## config.mk

```make
export PLATFORM = sky130hd
export DESIGN_NAME = sa_feature_feeder_flat
export DESIGN_NICKNAME = d
export VERILOG_FILES = /design/src/rtl/sa_feature_feeder_if.sv /design/src/rtl/sa_feature_feeder.sv /design/src/flat_wrapper.sv
export SDC_FILE = /design/constraint.sdc
export NUM_CORES = 1
export LEC_CHECK = 0
export ABC_AREA = 0
export CORE_MARGIN = 8
export CORE_UTILIZATION = 42
export DETAILED_ROUTE_END_ITERATION = 12
export PLACE_DENSITY = 0.87
export SKIP_CTS_REPAIR_TIMING = 1
export SYNTH_ARGS = -nofsm -noshare
export SYNTH_HDL_FRONTEND = slang
export SYNTH_SLANG_ARGS = --single-unit
```

## constraint.sdc

```tcl
create_clock -name clk_i -period 5.6 [get_ports clk_i]
set_clock_uncertainty 0.1 [all_clocks]
set_input_delay 0.84 -clock clk_i [delete_from_list [all_inputs] [get_ports clk_i]]
set_output_delay 0.84 -clock clk_i [all_outputs]
set_load 0.01 [all_outputs]
```

## src/rtl/sa_feature_feeder_if.sv

```systemverilog
`default_nettype none
// ---------------------------------------------------------------------------
// sa_feature_feeder_if : controller/buffer/array bundle for the feature feeder (rev 1.0)
// ---------------------------------------------------------------------------
interface sa_feature_feeder_if #(
  parameter int N_ROWS_ARRAY = 4,
  parameter int I_WIDTH      = 8,
  parameter int ADDRS_WIDTH  = 6
);
  logic                             rd_feature_ld_i;
  logic [ADDRS_WIDTH:0]             feature_len_i;
  logic                             mem_rd_en_o;
  logic [ADDRS_WIDTH-1:0]           mem_addrs_o;
  logic [N_ROWS_ARRAY*I_WIDTH-1:0]  mem_data_i;
  logic [I_WIDTH-1:0]               feature_o       [0:N_ROWS_ARRAY-1];
  logic                             feature_valid_o [0:N_ROWS_ARRAY-1];
  logic                             end_feature_o;

  modport slave (
    input  rd_feature_ld_i, feature_len_i, mem_data_i,
    output mem_rd_en_o, mem_addrs_o, feature_o, feature_valid_o, end_feature_o
  );

  modport master (
    output rd_feature_ld_i, feature_len_i, mem_data_i,
    input  mem_rd_en_o, mem_addrs_o, feature_o, feature_valid_o, end_feature_o
  );
endinterface
`default_nettype wire

```

## src/rtl/sa_feature_feeder.sv

```systemverilog
`default_nettype none
// ---------------------------------------------------------------------------
// sa_feature_feeder : streams feature vectors into array rows with systolic skew;
// per-row skew enabled by macro FEATURE_SKEW_EN (rev 1.0)
// ---------------------------------------------------------------------------
module sa_feature_feeder #(
  parameter int N_ROWS_ARRAY  = 4,
  parameter int I_WIDTH       = 8,
  parameter int FEATURE_DEPTH = 64,
  parameter int ADDRS_WIDTH   = $clog2(FEATURE_DEPTH),
  parameter int RD_LATENCY    = 1
) (
  input logic                clk_i,
  input logic                general_rst_i,
  sa_feature_feeder_if.slave bus
);

`ifdef FEATURE_SKEW_EN
  localparam int DRAIN_CYCLES = RD_LATENCY + N_ROWS_ARRAY - 1;
`else
  localparam int DRAIN_CYCLES = RD_LATENCY;
`endif
  localparam int DRAIN_W = (DRAIN_CYCLES > 1) ? $clog2(DRAIN_CYCLES) : 1;
  localparam logic [ADDRS_WIDTH:0] DEPTH_LEN = (ADDRS_WIDTH+1)'(FEATURE_DEPTH);

  typedef enum logic [1:0] {IDLE, STREAM, DRAIN, DONE} state_t;

  state_t                 state_q, state_d;
  logic [ADDRS_WIDTH-1:0] addr_q, addr_d;
  logic [ADDRS_WIDTH:0]   len_q, len_d;
  logic [DRAIN_W-1:0]     drain_q, drain_d;
  logic [RD_LATENCY-1:0]  rd_vld_q;

  logic [ADDRS_WIDTH:0]   w_len_in;
  logic [ADDRS_WIDTH:0]   w_len_cur;
  logic                   w_last;
  logic                   w_issue;
  logic                   w_rd_en;
  logic                   w_data_vld;
  logic [N_ROWS_ARRAY-1:0][I_WIDTH-1:0] w_feat;
  logic [N_ROWS_ARRAY-1:0]              w_vld;

  assign w_len_in  = (bus.feature_len_i > DEPTH_LEN) ? DEPTH_LEN : bus.feature_len_i;
  assign w_len_cur = (state_q == IDLE) ? w_len_in : len_q;
  assign w_last    = (addr_q == ADDRS_WIDTH'(w_len_cur - 1'b1));

  always_ff @(posedge clk_i) begin
    if (general_rst_i) begin
      state_q <= IDLE;
      addr_q  <= '0;
      len_q   <= '0;
      drain_q <= '0;
    end else begin
      state_q <= state_d;
      addr_q  <= addr_d;
      len_q   <= len_d;
      drain_q <= drain_d;
    end
  end

  // The last issue holds the address at len-1 so it never runs past the pass.
  always_comb begin
    state_d = state_q;
    addr_d  = addr_q;
    len_d   = len_q;
    drain_d = drain_q;
    w_issue = 1'b0;
    case (state_q)
      IDLE: begin
        if (bus.rd_feature_ld_i) begin
          len_d = w_len_in;
          if (w_len_in == '0) begin
            state_d = DONE;
          end else begin
            w_issue = 1'b1;
            if (w_last) begin
              state_d = DRAIN;
              drain_d = '0;
            end else begin
              state_d = STREAM;
              addr_d  = addr_q + 1'b1;
            end
          end
        end
      end
      STREAM: begin
        if (bus.rd_feature_ld_i) begin
          w_issue = 1'b1;
          if (w_last) begin
            state_d = DRAIN;
            drain_d = '0;
          end else begin
            addr_d = addr_q + 1'b1;
          end
        end
      end
      DRAIN: begin
        if (drain_q == DRAIN_W'(DRAIN_CYCLES - 1)) begin
          state_d = DONE;
        end else begin
          drain_d = drain_q + 1'b1;
        end
      end
      DONE: begin
        if (!bus.rd_feature_ld_i) begin
          state_d = IDLE;
          addr_d  = '0;
        end
      end
      default: state_d = IDLE;
    endcase
  end

  assign w_rd_en           = w_issue & ~general_rst_i;
  assign bus.mem_rd_en_o   = w_rd_en;
  assign bus.mem_addrs_o   = addr_q;
  assign bus.end_feature_o = (state_q == DONE);

  // Issue strobe delayed to line up with the buffer's read data.
  generate
    if (RD_LATENCY == 1) begin : g_lat_one
      always_ff @(posedge clk_i) begin
        if (general_rst_i) rd_vld_q <= '0;
        else               rd_vld_q <= w_rd_en;
      end
    end else begin : g_lat_many
      always_ff @(posedge clk_i) begin
        if (general_rst_i) rd_vld_q <= '0;
        else               rd_vld_q <= {rd_vld_q[RD_LATENCY-2:0], w_rd_en};
      end
    end
  endgenerate

  assign w_data_vld = rd_vld_q[RD_LATENCY-1];

  generate
    for (genvar j = 0; j < N_ROWS_ARRAY; j++) begin : g_row
      logic [I_WIDTH-1:0] w_lane;
      // Invalid slots carry zero so bubbles contribute nothing in the MACs.
      assign w_lane = w_data_vld ? bus.mem_data_i[j*I_WIDTH +: I_WIDTH] : '0;
`ifdef FEATURE_SKEW_EN
      if (j == 0) begin : g_direct
        assign w_feat[j] = w_lane;
        assign w_vld[j]  = w_data_vld;
      end else begin : g_skew
        logic [j-1:0]              vld_q;
        logic [j-1:0][I_WIDTH-1:0] dat_q;
        if (j == 1) begin : g_one
          always_ff @(posedge clk_i) begin
            if (general_rst_i) begin
              vld_q <= '0;
              dat_q <= '0;
            end else begin
              vld_q <= w_data_vld;
              dat_q <= w_lane;
            end
          end
        end else begin : g_many
          always_ff @(posedge clk_i) begin
            if (general_rst_i) begin
              vld_q <= '0;
              dat_q <= '0;
            end else begin
              vld_q <= {vld_q[j-2:0], w_data_vld};
              dat_q <= {dat_q[j-2:0], w_lane};
            end
          end
        end
        assign w_feat[j] = dat_q[j-1];
        assign w_vld[j]  = vld_q[j-1];
      end
`else
      assign w_feat[j] = w_lane;
      assign w_vld[j]  = w_data_vld;
`endif
    end
  endgenerate

  always_comb begin
    for (int j = 0; j < N_ROWS_ARRAY; j++) begin
      bus.feature_o[j]       = w_feat[j];
      bus.feature_valid_o[j] = w_vld[j];
    end
  end

endmodule
`default_nettype wire

```

## src/flat_wrapper.sv

```systemverilog
// flat-port wrapper written by rule: the top's interface ports become plain ports
module sa_feature_feeder_flat 
#(
  parameter int N_ROWS_ARRAY  = 4,
  parameter int I_WIDTH       = 8,
  parameter int FEATURE_DEPTH = 64,
  parameter int ADDRS_WIDTH   = $clog2(FEATURE_DEPTH),
  parameter int RD_LATENCY    = 1
)
  (clk_i, general_rst_i, bus_rd_feature_ld_i, bus_feature_len_i, bus_mem_data_i, bus_mem_rd_en_o, bus_mem_addrs_o, bus_feature_o, bus_feature_valid_o, bus_end_feature_o);
  sa_feature_feeder_if #(.N_ROWS_ARRAY(N_ROWS_ARRAY), .I_WIDTH(I_WIDTH), .ADDRS_WIDTH(ADDRS_WIDTH)) bus_i ();
  input logic clk_i;
  input logic general_rst_i;
  input wire logic [$bits(bus_i.rd_feature_ld_i)-1:0] bus_rd_feature_ld_i;
  input wire logic [$bits(bus_i.feature_len_i)-1:0] bus_feature_len_i;
  input wire logic [$bits(bus_i.mem_data_i)-1:0] bus_mem_data_i;
  output wire logic [$bits(bus_i.mem_rd_en_o)-1:0] bus_mem_rd_en_o;
  output wire logic [$bits(bus_i.mem_addrs_o)-1:0] bus_mem_addrs_o;
  output wire logic [$bits(bus_i.feature_o)-1:0] bus_feature_o;
  output wire logic [$bits(bus_i.feature_valid_o)-1:0] bus_feature_valid_o;
  output wire logic [$bits(bus_i.end_feature_o)-1:0] bus_end_feature_o;
  assign bus_i.rd_feature_ld_i = bus_rd_feature_ld_i;
  assign bus_i.feature_len_i = bus_feature_len_i;
  assign bus_i.mem_data_i = bus_mem_data_i;
  assign bus_mem_rd_en_o = bus_i.mem_rd_en_o;
  assign bus_mem_addrs_o = bus_i.mem_addrs_o;
  assign bus_feature_o = {>>{bus_i.feature_o}};
  assign bus_feature_valid_o = {>>{bus_i.feature_valid_o}};
  assign bus_end_feature_o = bus_i.end_feature_o;
  sa_feature_feeder #(.N_ROWS_ARRAY(N_ROWS_ARRAY), .I_WIDTH(I_WIDTH), .FEATURE_DEPTH(FEATURE_DEPTH), .ADDRS_WIDTH(ADDRS_WIDTH), .RD_LATENCY(RD_LATENCY)) u_core (.clk_i(clk_i), .general_rst_i(general_rst_i), .bus(bus_i));
endmodule
```

==> results.py, run 1 <==
metrics = {
    "status": {
        "outcome": "finished clean",
    },
    "sta": {
        "slew_headroom": 0.440,
        "hold_violations": 0,
        "post-route-min-period_ns": 3.90,
        "timing.final.crit_share": 0.696,
        "hold_slack_ns": 0.382,
        "setup-violations-final": 0,
        "drv_slew": 0,
        "timing.fmax_ghz": 0.257,
        "setup_ws_ns": 1.70,
        "tightest_slew_ns": 0.839,
        "grt_setup_unrepaired": "no",
        "final.setup.tns_ns": 0,
    },
    "routing": {
        "first_pass_iters": 4,
        "detail-route-antenna-nets": 0,
        "wirelength_microns": 5320,
        "drc": 0,
        "highest_layer": "met4",
        "wl_per_cell_microns": 16.1,
        "vias_per_cell": 5.45,
        "met2_length_microns": 2780,
        "initialDrtViolationCount": 200,
        "wl_met3_microns": 348,
        "wl_met1_microns": 2110,
        "num_vias": 1798,
    },
    "clock_tree": {
        "cts_max_level": 1,
        "ctsRootBufferMaster": "clkbuf_8",
        "clk_pin_slew_ns": 0.06,
        "cts_made_buffers": 3,
        "cts_buffer_depth": 2,
        "clock-sinks": 15,
        "cts_tree": "yes",
        "insertion_delay_ns": 0.25,
    },
    "cells_and_area": {
        "nFillCells": 313,
        "utilization": 0.666,
        "drive_above_1_share": 0.0284,
        "area_delta_synth_final_pct": 55.8,
        "num_antenna_cells": 0,
        "fin_nets": 332,
    },
    "global_route": {
        "grt_pass1_wl_microns": 8710,
        "grt_pass1_vias": 1708,
        "gr-total-overflow": 0,
        "gr-usage-all-layers": 0.176,
        "grt_max_degree": 37,
        "antenna_found_initial": 0,
    },
    "floorplanning": {
        "start_util": 0.427,
        "die_h_microns": 76.6,
        "die_w_microns": 76.6,
        "ios": 86,
        "num_rows": 22,
        "die_area_sq_um": 5860,
        "coreArea_sq_um": 3610,
    },
    "worst_setup_path": {
        "rr_worst_depth": 12,
        "crit_arrival_ns": 2.96,
        "timing.rr.end": "u_core.bus.mem_addrs_o[4]$_SDFFE_PP0P_",
        "r2r_setup_slack_ns": 2.02,
        "worst_setup_path_start_kind": "primary input",
        "r2r_start": "u_core.state_q[1]$_SDFFE_PP0P_",
        "cp-end-kind": "primary output",
        "path_class": "in -> out",
        "cp.required_ns": 4.66,
        "path_max_fanout": 4,
    },
    "yosys": {
        "synth_top_cell_by_area": "dfxtp_1",
        "synth_top_family_by_area": "simple AND/OR/NAND/NOR gates",
        "synth-simple-area-share": 0.422,
        "synthXorXnorAreaFrac": 0.0114,
        "synth.top_cells.by_area": "dfxtp_1 19%, and2_1 13%, ha_1 5.7%, a21oi_1 4.5%, nand2_1 3.4%",
        "syn_avg_cell_area_sq_um": 7.41,
        "synth_edf_count": 0,
        "synth_adder_area_share": 0.0568,
        "syn_area_sq_um": 1540,
        "synth_seq_cells": 15,
        "synth_fp_nets": 257,
        "seq_area_frac_synth": 0.195,
        "synthCells": 208,
        "synth_top_area_frac": 0.195,
        "synth.area.mux_share": 0.0260,
        "synth_cell_types": 49,
        "ys.flop_type": "dfxtp_1",
        "async_reset_ff_frac": 0,
        "synth_warnings": 0,
        "synth_compound_area_frac": 0.208,
    },
    "run": {
        "drv_cap": 0,
    },
    "place": {
        "dp_slack_ns": 1.72,
        "dp_hpwl_microns": 4270,
        "globalplace.congestion": 0.846,
        "io_buffers": 85,
    },
    "power": {
        "ir_drop_mv": 0.122,
        "powerDensity_nw_per_um2": 284,
        "leakagePower_uw": 0.000902,
    },
    "hold_path": {
        "min_from": "u_core.len_q[0]$_SDFFE_PP0P_",
        "hp-class": "reg -> reg",
        "whs_endpoint": "u_core.len_q[0]$_SDFFE_PP0P_",
        "hold_path_depth": 2,
    },
}
==> cell type report <==
type,instances,area [sq um],share of cell area
repair buffers,85,851,0.354
well taps,48,60.1,0.0250
inverters,8,30.0,0.0125
clock buffers,4,45.0,0.0188
multi-input cells,170,1120,0.465
flip-flops and latches,15,300,0.125
==> cell usage in the layout (no fill, tap or decap), types with 2 or more instances in the layout <==
cell	instances
nor2_1	14
a211oi_1	2
o21a_1	5
o22ai_1	4
clkbuf_8	3
a31oi_1	3
a21boi_1	2
nor3_1	4
and2_1	32
nor3b_1	6
nor4_1	2
nand4_1	2
inv_1	8
dfxtp_1	15
nand4b_1	5
clkdlybuf4s50_1	85
mux2i_1	4
nand3_1	8
nand3b_1	4
o21ai_0	5
ha_1	7
nand2b_1	7
a21oi_1	14
o221ai_1	2
and3_1	2
o22a_1	2
nand2_1	14
==> per-stage QoR <==
stage | instance area (sq um) | instances | total power [uW]
6_report | 2400 | 330 | 683
4_1_cts | 2400 | 330 | 680
2_1_floorplan | 1540 | 208 | 438
3_3_place_gp | 2360 | 326 | 579
5_1_grt | 2400 | 330 | 739
3_5_place_dp | 2360 | 326 | 590
==> worst max-delay path, stage by stage <==
cell	delay, ns
clkdlybuf4s50_1	0.47
nor2_1	0.21
nand2_1	0.09
nor4_1	0.47
inv_1	0.08
a21oi_1	0.20
nor3b_1	0.07
clkdlybuf4s50_1	0.52
==> metal layers <==
| layer | track usage | vias to the layer above |
|---|---|---|
| li1 | - | 891 |
| met1 | 0.199 | 834 |
| met2 | 0.324 | 64 |
| met3 | 0.0389 | 9 |
| met4 | 0.0423 | 0 |
| met5 | 0 | - |
==> state kept, by name, summed over array words and instances, names as in the netlist <==
| signal | flops |
|---|---|
| u_core.rd_vld_q | 1 |
| u_core.bus.mem_addrs_o | 6 |
| u_core.len_q | 6 |
| u_core.state_q | 2 |
==> where the power goes <==
| group | internal (uW) | total (uW) | switching, uW |
|---|---|---|---|
| logic | 212 | 433 | 221 |
| registers | 125 | 160 | 35.1 |
| clock network | 50.4 | 89.9 | 39.4 |
| total | 387 | 683 | 296 |
==> worst max path at each step <==
| stage | from | end | depth (start not counted) |
|---|---|---|---|
| 2_1_floorplan | bus_feature_len_i[6] | u_core.bus.mem_addrs_o[0]$_SDFFE_PP0P_ | 12 |
| 4_1_cts | bus_feature_len_i[2] | bus_mem_rd_en_o | 8 |
| 6_report | bus_feature_len_i[2] | bus_mem_rd_en_o | 8 |
| 3_5_place_dp | bus_feature_len_i[2] | bus_mem_rd_en_o | 8 |
| 5_1_grt | bus_feature_len_i[2] | bus_mem_rd_en_o | 8 |
| 3_3_place_gp | bus_feature_len_i[6] | bus_mem_rd_en_o | 6 |
==> kinds of logic (layout without fill, tap and decap cells) <==
group / after synthesis / count (layout)
AOI/OAI and AO/OA: 48 / 48
buffers and inverters: 23 / 97
DFF: 15 / 15
adders and majority gates: 7 / 7
and+or+nand+nor: 109 / 109
xor gates and xnor gates: 2 / 2
muxes: 4 / 4
==> cells in the mapped netlist (all sizes together) (2+ instances only) <==
master  count
inv         8
nand3b      5
o22a        2
nor4        2
mux2i       4
o21a        5
a21oi      14
clkbuf      6
o21ai       7
nand3       8
nor3        4
o22ai       4
ha          7
a21boi      2
or4         2
a31oi       3
nor2       14
and2       32
a211oi      2
nand4b      5
o221ai      2
nand2b      7
nand4       2
and3b       2
nand2      14
dfxtp      15
nor3b       6
and3        2
buf         9
No activity file was read; power rests on OpenSTA's default activity.
==> run 2, diff against run 1 <==
--- a/config.mk
+++ b/config.mk
@@ -7,9 +7,9 @@
 export LEC_CHECK = 0
 export ABC_AREA = 0
 export CORE_MARGIN = 8
-export CORE_UTILIZATION = 42
+export CORE_UTILIZATION = 39
 export DETAILED_ROUTE_END_ITERATION = 12
-export PLACE_DENSITY = 0.87
+export PLACE_DENSITY = 0.81
 export SKIP_CTS_REPAIR_TIMING = 1
 export SYNTH_ARGS = -nofsm -noshare
 export SYNTH_HDL_FRONTEND = slang
==> constraint.sdc (replaced) <==
create_clock -name clk_i -period 3.65 [get_ports clk_i]
set_clock_uncertainty 0.1 [all_clocks]
set_input_delay 0.5475 -clock clk_i [delete_from_list [all_inputs] [get_ports clk_i]]
set_output_delay 0.5475 -clock clk_i [all_outputs]
set_load 0.01 [all_outputs]
==> run 2 against run 1 <==
Compared with the run above: power is 55% higher; non-clock buffer count rose by 4; flip-flop and latch count is the same; clock power increased by 56%; routed wire length down 0.34%; sequential share of layout area down 0.17 points; hold slack got worse by 0.020 ns; global-route usage shrank 0.76 points; utilization shrank 4.4 points; first-iteration DRC count is 42% lower; register-to-register slack worse by 1.6 ns; sequential power is 53% higher; critical path type unchanged; largest power group unchanged; highest routed layer unchanged.
==> results.py, run 2 (same netlist as run 1, synthesis figures left out) <==
metrics = {
    "floorplanning": {
        "die_w_microns": 78.9,
        "die_h_microns": 78.9,
        "start_util": 0.394,
        "coreArea_sq_um": 3910,
        "num_rows": 23,
        "ios": 86,
        "die_area_sq_um": 6220,
    },
    "routing": {
        "wl_met3_microns": 286,
        "vias_per_cell": 5.39,
        "wl_per_cell_microns": 15.8,
        "num_vias": 1812,
        "detail-route-antenna-nets": 0,
        "highest_layer": "met4",
        "met2_length_microns": 2870,
        "first_pass_iters": 4,
        "wl_met1_microns": 2070,
        "drc": 0,
        "wirelength_microns": 5300,
        "initialDrtViolationCount": 116,
    },
    "clock_tree": {
        "insertion_delay_ns": 0.25,
        "cts_max_level": 1,
        "cts_tree": "yes",
        "cts_made_buffers": 3,
        "ctsRootBufferMaster": "clkbuf_8",
        "cts_buffer_depth": 2,
        "clk_pin_slew_ns": 0.07,
        "clock-sinks": 15,
    },
    "place": {
        "dp_slack_ns": 0.344,
        "dp_hpwl_microns": 4250,
        "globalplace.congestion": 0.864,
        "io_buffers": 85,
    },
    "worst_setup_path": {
        "path_max_fanout": 4,
        "worst_setup_path_start_kind": "primary input",
        "crit_family": "buffers and inverters",
        "cp.required_ns": 3.00,
        "crit_arrival_ns": 2.68,
        "cp-end-kind": "primary output",
        "path_buf_inv": 3,
        "path_class": "in -> out",
        "slowest_stage": "clkdlybuf4s50_1",
        "crit_chain": "clkdlybuf4s50_1 -> nor2_1 -> nand2_1 -> nor4_1 -> inv_1 -> a21oi_1 -> nor3b_1 -> clkdlybuf4s50_1",
        "crit_path_max_incr_delay_ns": 0.49,
        "path_common_cell": "clkdlybuf4s50_1",
    },
    "cells_and_area": {
        "area_delta_synth_final_pct": 58.0,
        "num_antenna_cells": 0,
        "mostFrequentLayoutCells": "85 x clkdlybuf4s50_1, 32 x and2_1, 15 x dfxtp_1",
        "mostFrequentLayoutCell": "clkdlybuf4s50_1",
        "drive_above_1_share": 0.0420,
        "fin_nets": 336,
    },
    "power": {
        "leakagePower_uw": 0.000921,
        "ir_drop_mv": 0.178,
        "powerDensity_nw_per_um2": 436,
    },
    "global_route": {
        "antenna_found_initial": 0,
        "gr-usage-all-layers": 0.169,
        "grt_max_degree": 37,
        "grt_pass1_vias": 1720,
        "grt_pass1_wl_microns": 8640,
        "gr-total-overflow": 0,
    },
    "sta": {
        "final.setup.tns_ns": 0,
        "drv_slew": 0,
        "slew_headroom": 0.465,
        "hold_violations": 0,
        "post-route-min-period_ns": 3.33,
        "timing.final.crit_share": 0.912,
        "timing.fmax_ghz": 0.300,
        "setup_ws_ns": 0.321,
        "setup-violations-final": 0,
        "tightest_slew_ns": 0.801,
        "grt_setup_unrepaired": "no",
    },
    "status": {
        "outcome": "finished clean",
    },
    "run": {
        "drv_cap": 0,
    },
    "hold_path": {
        "hp-class": "reg -> reg",
    },
}
[run 2: power by group]
part	internal (uW)	switching [uW]
sequential	192	53.0
clock	77.4	62.4
combinational	340	337
total	609	452
[run 2: final cells by class]
type                       count  area, sq um
clock buffer                   4         45.0
fill                         358         1480
multi-input combinational    170         1120
inverter                       8         30.0
timing repair buffer          89          881
tap                           50         62.6
sequential                    15          300
[run 2: path summary, 6_finish.rpt]
check / start / endpoint / slack (ns) / depth (start not counted)
worst min-delay path: u_core.len_q[0]$_SDFFE_PP0P_ / u_core.len_q[0]$_SDFFE_PP0P_ / 0.36 / 2
worst max register to register: u_core.state_q[1]$_SDFFE_PP0P_ / u_core.bus.mem_addrs_o[4]$_SDFFE_PP0P_ / 0.39 / 12
worst max-delay path: bus_feature_len_i[2] / bus_mem_rd_en_o / 0.32 / 8
worst min register to register: u_core.len_q[0]$_SDFFE_PP0P_ / u_core.len_q[0]$_SDFFE_PP0P_ / 0.36 / 2
[run 2: through the flow]
stage	hold slack, ns	power (uW)	area (sq um)	cells	util
floorplan	0.337	672	1540	208	-
global placement	0.358	913	2390	332	0.611
detailed placement	0.355	921	2390	332	0.611
CTS	0.364	1060	2430	336	0.622
global route	0.395	1150	2430	336	0.622
finish	0.362	1060	2430	336	0.622
[run 2: worst register-to-register path: cells and delay by family, from the launching register on]
family	cells	cell delay, ns
flip-flops	1	0.35
AND/OR/NAND/NOR	6	1.29
AO/OA/AOI/OAI	2	0.47
adder cells (fa/ha/maj)	2	0.67
buffers and inverters	2	0.28
[run 2: routing by layer]
layer,up-vias,GRT usage
li1,895,-
met4,0,0.0500
met1,850,0.192
met2,61,0.313
met3,6,0.0271
met5,-,0
